$ cat config.mk
export PLATFORM = sky130hd
export DESIGN_NAME = shift_sub_divider_8_bits
export DESIGN_NICKNAME = d
export VERILOG_FILES = /design/src/rtl/shift_sub_divider_8_bits.sv
export SDC_FILE = /design/constraint.sdc
export NUM_CORES = 1
export LEC_CHECK = 0
export ABC_AREA = 1
export CORE_ASPECT_RATIO = 0.75
export CORE_MARGIN = 5
export CORE_UTILIZATION = 30
export DETAILED_ROUTE_END_ITERATION = 8
export GPL_TIMING_DRIVEN = 0
export PLACE_DENSITY = 0.5
export SYNTH_ARGS = -nofsm -noshare
export SYNTH_HDL_FRONTEND = slang
export SYNTH_SLANG_ARGS = --single-unit
$ cat constraint.sdc
create_clock -name clk -period 1.85 [get_ports clk]
set_input_delay 0.37 -clock clk [delete_from_list [all_inputs] [get_ports clk]]
set_output_delay 0.37 -clock clk [all_outputs]
set_load 0.005 [all_outputs]
$ cat src/rtl/shift_sub_divider_8_bits.sv
// Sequential restoring (shift-subtract) unsigned divider, one quotient bit per clock.
// Subtraction is performed as R + ~D + 1; the carry-out doubles as the "no borrow" flag.
module shift_sub_divider_8_bits #(
  parameter int WIDTH = 8
) (
  input  logic             clk,
  input  logic             rst_n,
  input  logic             start,
  input  logic [WIDTH-1:0] dividend,
  input  logic [WIDTH-1:0] divisor,
  output logic             busy,
  output logic             done,
  output logic [WIDTH-1:0] quotient,
  output logic [WIDTH-1:0] remainder,
  output logic             div_by_zero,
  output logic [1:0]       state_dbg
);

  localparam logic [1:0] S_IDLE = 2'd0;
  localparam logic [1:0] S_CALC = 2'd1;
  localparam logic [1:0] S_DONE = 2'd2;

  localparam int            CW   = $clog2(WIDTH);
  localparam logic [CW-1:0] LAST = CW'(WIDTH - 1);

  // Handshake: a request is taken when start is high on a rising edge in IDLE;
  // operands are captured on that edge only. Results are valid while done is
  // high and stay held until the following request is completed.

  logic [1:0]       state;
  logic [CW-1:0]    count;
  logic [WIDTH:0]   r_q;
  logic [WIDTH-1:0] q_q;
  logic [WIDTH-1:0] d_q;

  logic [WIDTH:0]   s;
  logic [WIDTH:0]   t;
  logic             no_borrow;
  logic [WIDTH:0]   r_next;
  logic [WIDTH-1:0] q_next;

  // One iteration: shift the next dividend bit into R, then try R - D.
  always_comb begin
    s                = {r_q[WIDTH-1:0], q_q[WIDTH-1]};
    {no_borrow, t}   = {1'b0, s} + {1'b0, ~{1'b0, d_q}} + (WIDTH + 2)'(1);
    r_next           = no_borrow ? t : s;
    q_next           = {q_q[WIDTH-2:0], no_borrow};
  end

  always_ff @(posedge clk) begin
    if (!rst_n) begin
      state       <= S_IDLE;
      count       <= '0;
      r_q         <= '0;
      q_q         <= '0;
      d_q         <= '0;
      busy        <= 1'b0;
      done        <= 1'b0;
      quotient    <= '0;
      remainder   <= '0;
      div_by_zero <= 1'b0;
    end else begin
      done <= 1'b0;
      case (state)
        S_IDLE: begin
          if (start) begin
            if (divisor == '0) begin
              // Divide by zero skips iterations entirely.
              quotient    <= '1;
              remainder   <= dividend;
              div_by_zero <= 1'b1;
              state       <= S_DONE;
            end else begin
              r_q         <= '0;
              q_q         <= dividend;
              d_q         <= divisor;
              count       <= '0;
              busy        <= 1'b1;
              div_by_zero <= 1'b0;
              state       <= S_CALC;
            end
          end
        end
        S_CALC: begin
          r_q   <= r_next;
          q_q   <= q_next;
          count <= count + 1'b1;
          if (count == LAST) begin
            quotient  <= q_next;
            remainder <= r_next[WIDTH-1:0];
            busy      <= 1'b0;
            state     <= S_DONE;
          end
        end
        S_DONE: begin
          done  <= 1'b1;
          state <= S_IDLE;
        end
        default: state <= S_IDLE;
      endcase
    end
  end

  assign state_dbg = state;

  // The partial remainder is always below D, so its extra top bit stays clear
  // between iterations; it only carries meaning inside the trial subtraction.
  a_r_top_clear: assert property (@(posedge clk) disable iff (!rst_n)
    (state != S_CALC) || !r_q[WIDTH]);

  a_busy_calc: assert property (@(posedge clk) disable iff (!rst_n)
    busy == (state == S_CALC));

endmodule

==> impl_results.rst <==
.. list-table::
   :header-rows: 1

   * - Metric
     - Value
   * - Synthesized netlist cell count
     - 359
   * - Highest ir drop seen on vdd
     - 0.0005299 V
   * - Power per cell area
     - 885.1 nW/um2
   * - Number of H-tree levels
     - 2
   * - Worst Slack Setup Final
     - 0.09795 ns
   * - Synthesized flop and latch total
     - 48
   * - Worst R2R Setup Slack
     - 0.1 ns
   * - Part of the Yosys area used for sequential elements
     - 38.52%
   * - Multi-input logic area
     - 1365 um2
   * - Vias/cell
     - 4.694
   * - Cell with the largest stage delay on the worst path
     - sky130_fd_sc_hd__fa_2
   * - Width of the die
     - 115.3 um
   * - Number of top-level pins
     - 40
   * - Drt wl/cell
     - 13.48 um
   * - Outcome
     - complete, no violations
   * - Final core occ
     - 41.38%
   * - Net count reported at finish
     - 440
   * - Post-synthesis share of cell area spent on and, or, nand and nor gates
     - 28.08%
   * - Weighted congestion reported at the end of routability-driven placement
     - 0.8656
   * - Total Routing Usage GR
     - 13.94%
   * - # placed instances
     - 502
   * - Final hold violation count
     - 0
   * - Source of the worst hold timing path
     - rst_n
   * - Clock insertion delay at the later pin of the skew report
     - 0.30 ns
   * - Transition at the pin with the smallest max-transition slack
     - 0.5724 ns
   * - Lkg Pwr
     - 0.001480 uW
   * - Achievable frequency
     - 570.8 MHz
   * - Time the worst path needs with I/O delays and setup
     - 1.752 ns
   * - Critical Path Start Type
     - register
   * - Cell Rows
     - 28
   * - Detailed-router iteration count before antenna repair
     - 4
   * - Max-cap violations
     - 0
   * - Delay contributed by the slowest stage of the critical path
     - 0.42 ns
   * - Clock tree from TritonCTS
     - done
   * - ANT nets after route
     - 0
   * - Data arrival, critical path
     - 2.00 ns
   * - Hold Path Cell Cnt
     - 3
   * - HP Class
     - primary input to register
   * - Clk sink count
     - 48
   * - Fillers
     - 874
   * - Post-synthesis compound-gate area fraction
     - 15.45%
   * - DR iter-0 viols
     - 115
   * - Max-slew violation count
     - 0
   * - Maximum number of pins on one net before global-route repair
     - 15
   * - Req. time, crit path
     - 2.10 ns
   * - Share of synthesized area spent on multiplexers
     - 0%
   * - Ratio of final minimum period to clock period
     - 94.71%
   * - Setup TNS
     - 0 ns
   * - Total length of routed wires
     - 6.954 mm
   * - Type of the setup path with the least slack
     - register to register
   * - Register clock-pin slew on the reported worst setup and hold paths
     - 0.09 ns
   * - Summed instance area of the synthesized netlist
     - 2495 um2
   * - Hold EP
     - q_q[7]
   * - XOR/XNOR Fraction of Synth Area
     - 1.053%
   * - Overall die area
     - 10260 um2
   * - Post-route DRC
     - 0
   * - Layout cell share with drive strength beyond 1
     - 13.38%
   * - Number of buffers on the longest clock path
     - 2
   * - Total vias in the final route
     - 2422
   * - # hold bufs at CTS
     - 0
   * - Depth of the most critical reg-to-reg path
     - 9
   * - Count of unique library cells instantiated by Yosys
     - 31
   * - Most frequent cells in the layout
     - sky130_fd_sc_hd__nand2_1, sky130_fd_sc_hd__inv_1, sky130_fd_sc_hd__dfxtp_1, sky130_fd_sc_hd__a21oi_1, sky130_fd_sc_hd__clkdlybuf4s50_1
   * - Critical register-to-register path startpoint
     - q_q[7]
   * - Sequential cell area
     - 965.9 um2
   * - Number of antenna cells inserted
     - 0
   * - Final std cell area, no fill
     - 3306 um2
   * - Final cell count without fillers
     - 516
   * - Total of buffers placed on input and output ports
     - 38
   * - First-pass GRT wire length
     - 11.24 mm
   * - Final setup violation count
     - 0
   * - Instance area after placement
     - 3007 um2
   * - Worst slack at placement
     - -0.1971 ns
   * - Crit path cell chain
     - inv_1 > ha_2 > fa_2 > buf_4 > xnor2_1 > nand3_1 > nand3_1 > nand2_1 > inv_1
   * - Grt total ovfl
     - 0
   * - Post-DP HPWL
     - 5.350 mm
   * - Number of warnings issued by yosys
     - 0
   * - Number of buffers created by CTS
     - 5
   * - Highest fanout seen on the critical path
     - 2
   * - Antenna violations before repair
     - 0
   * - Via count of the first global-routing pass
     - 2311
   * - Adder-cell share of the synthesized area
     - 5.817%
   * - Slew HR
     - 61.84%
   * - Post-synthesis net count
     - 389
   * - Area added between synthesis and finish
     - 32.50%
   * - Worst reg2reg path endpoint
     - r_q[2]
   * - Die height
     - 88.98 um
   * - Root buffer cell
     - sky130_fd_sc_hd__clkbuf_8
   * - Nature of the critical path endpoint
     - register
   * - Worst Skew
     - 0.007352 ns
   * - Most common cell after layout, fill and taps aside
     - sky130_fd_sc_hd__nand2_1
   * - Starting utilization of the core area
     - 31.23%
   * - Placeable core region
     - 7988 um2
   * - Mean Syn Cell Area
     - 6.950 um2
   * - Combinational family with the most area after synthesis
     - simple AND/OR/NAND/NOR gates
## final cells by class
type,count,area share [%]
Clock buffer,7,2.914
Timing Repair Buffer,44,13.25
Multi-Input combinational cell,244,41.29
Tap cell,105,3.974
Inverter,52,5.980
Clock inverter,1,0.9084
Buffer,15,2.460
Sequential cell,48,29.22
## report_power, final
group          total, uW  internal (uW)  switching [uW]
Clock                837            477             360
Combinational        907            395             512
Sequential          1180           1120            57.6
Total               2930           2000             929
## through the flow
stage / hold slack [ns] / power [uW]
4_1_cts: 0.4612 / 2872
3_3_place_gp: 0.4521 / 1975
2_1_floorplan: 0.4331 / 1711
3_5_place_dp: 0.4535 / 1982
6_report: 0.4553 / 2926
5_1_grt: 0.4794 / 3124
## how the worst max path moves through the flow
| stage | from | endpoint | slack [ns] | cells past startpoint |
|---|---|---|---|---|
| after floorplan | d_q[2] | r_q[1] | 0.21 | 11 |
| after global placement | divisor[5] | q_q[2] | -0.22 | 9 |
| after detailed placement | divisor[5] | q_q[4] | -0.20 | 9 |
| after CTS | r_q[1] | remainder[0] | 0.005 | 10 |
| after global routing | d_q[5] | remainder[3] | -0.01 | 10 |
| final | q_q[7] | r_q[2] | 0.1 | 9 |
## registers in the layout, indices dropped and copies added (netlist names)
signal	flops
d_q	8
q_q	8
quotient	8
r_q	8
remainder	8
count	3
state_dbg	2
busy	1
div_by_zero	1
done	1
## cells in the mapped netlist
| master | number | share of area (%) |
|---|---|---|
| sky130_fd_sc_hd__buf_2 | 3 | 0.60 |
| sky130_fd_sc_hd__nor2_4 | 2 | 0.90 |
| sky130_fd_sc_hd__nor2_1 | 31 | 4.7 |
| sky130_fd_sc_hd__nand2_1 | 73 | 11 |
| sky130_fd_sc_hd__inv_2 | 4 | 0.60 |
| sky130_fd_sc_hd__or2_1 | 1 | 0.25 |
| sky130_fd_sc_hd__nand3b_1 | 2 | 0.60 |
| sky130_fd_sc_hd__o21ai_4 | 1 | 0.65 |
| sky130_fd_sc_hd__a31oi_1 | 1 | 0.25 |
| sky130_fd_sc_hd__o21ai_0 | 20 | 4.0 |
| sky130_fd_sc_hd__buf_6 | 1 | 0.45 |
| sky130_fd_sc_hd__nand2_2 | 3 | 0.75 |
| sky130_fd_sc_hd__nand2_4 | 1 | 0.45 |
| sky130_fd_sc_hd__fa_1 | 1 | 0.80 |
| sky130_fd_sc_hd__nand3_1 | 29 | 5.8 |
| sky130_fd_sc_hd__nand4_1 | 9 | 2.3 |
| sky130_fd_sc_hd__xnor2_1 | 3 | 1.1 |
| sky130_fd_sc_hd__o211ai_1 | 1 | 0.30 |
| sky130_fd_sc_hd__buf_8 | 1 | 0.60 |
| sky130_fd_sc_hd__a22oi_1 | 2 | 0.60 |
| sky130_fd_sc_hd__ha_1 | 10 | 5.0 |
| sky130_fd_sc_hd__nor2_2 | 3 | 0.75 |
| sky130_fd_sc_hd__inv_1 | 47 | 7.1 |
| sky130_fd_sc_hd__or2_0 | 1 | 0.25 |
| sky130_fd_sc_hd__buf_1 | 2 | 0.30 |
| sky130_fd_sc_hd__dfxtp_1 | 48 | 39 |
| sky130_fd_sc_hd__o21ai_1 | 9 | 1.8 |
| sky130_fd_sc_hd__inv_4 | 1 | 0.25 |
| sky130_fd_sc_hd__clkbuf_1 | 8 | 1.2 |
| sky130_fd_sc_hd__a21oi_1 | 39 | 7.8 |
| sky130_fd_sc_hd__nor3_1 | 2 | 0.40 |
## worst max-delay path: cells and delay by family (launching register included)
kind / cells / cell delay, ns
xor+xnor: 1 / 0.18
simple gates: 3 / 0.30
fa+ha+maj: 2 / 0.62
buf+inv: 3 / 0.27
flops: 1 / 0.34
## cells by family after synthesis
kind of cell	count (synthesis)
buf+inv	67
flops	48
fa+ha+maj	11
simple gates	157
xor+xnor	3
compound gates	73
## metal layers
layer  track usage, %  up-vias  wire length [um]
li1                 -     1262                 -
met1            20.07     1115              3567
met2            22.16       40              3087
met3            2.436        5               267
met4            2.665        0                32
met5                0        -                 0
## repair_timing
item	in CTS	in global routing
endpoints found under the setup margin	16	24
gates resized for setup	2	23
pin swaps	0	7
setup buffers	2	4
Power figures use the tool's default switching activity.
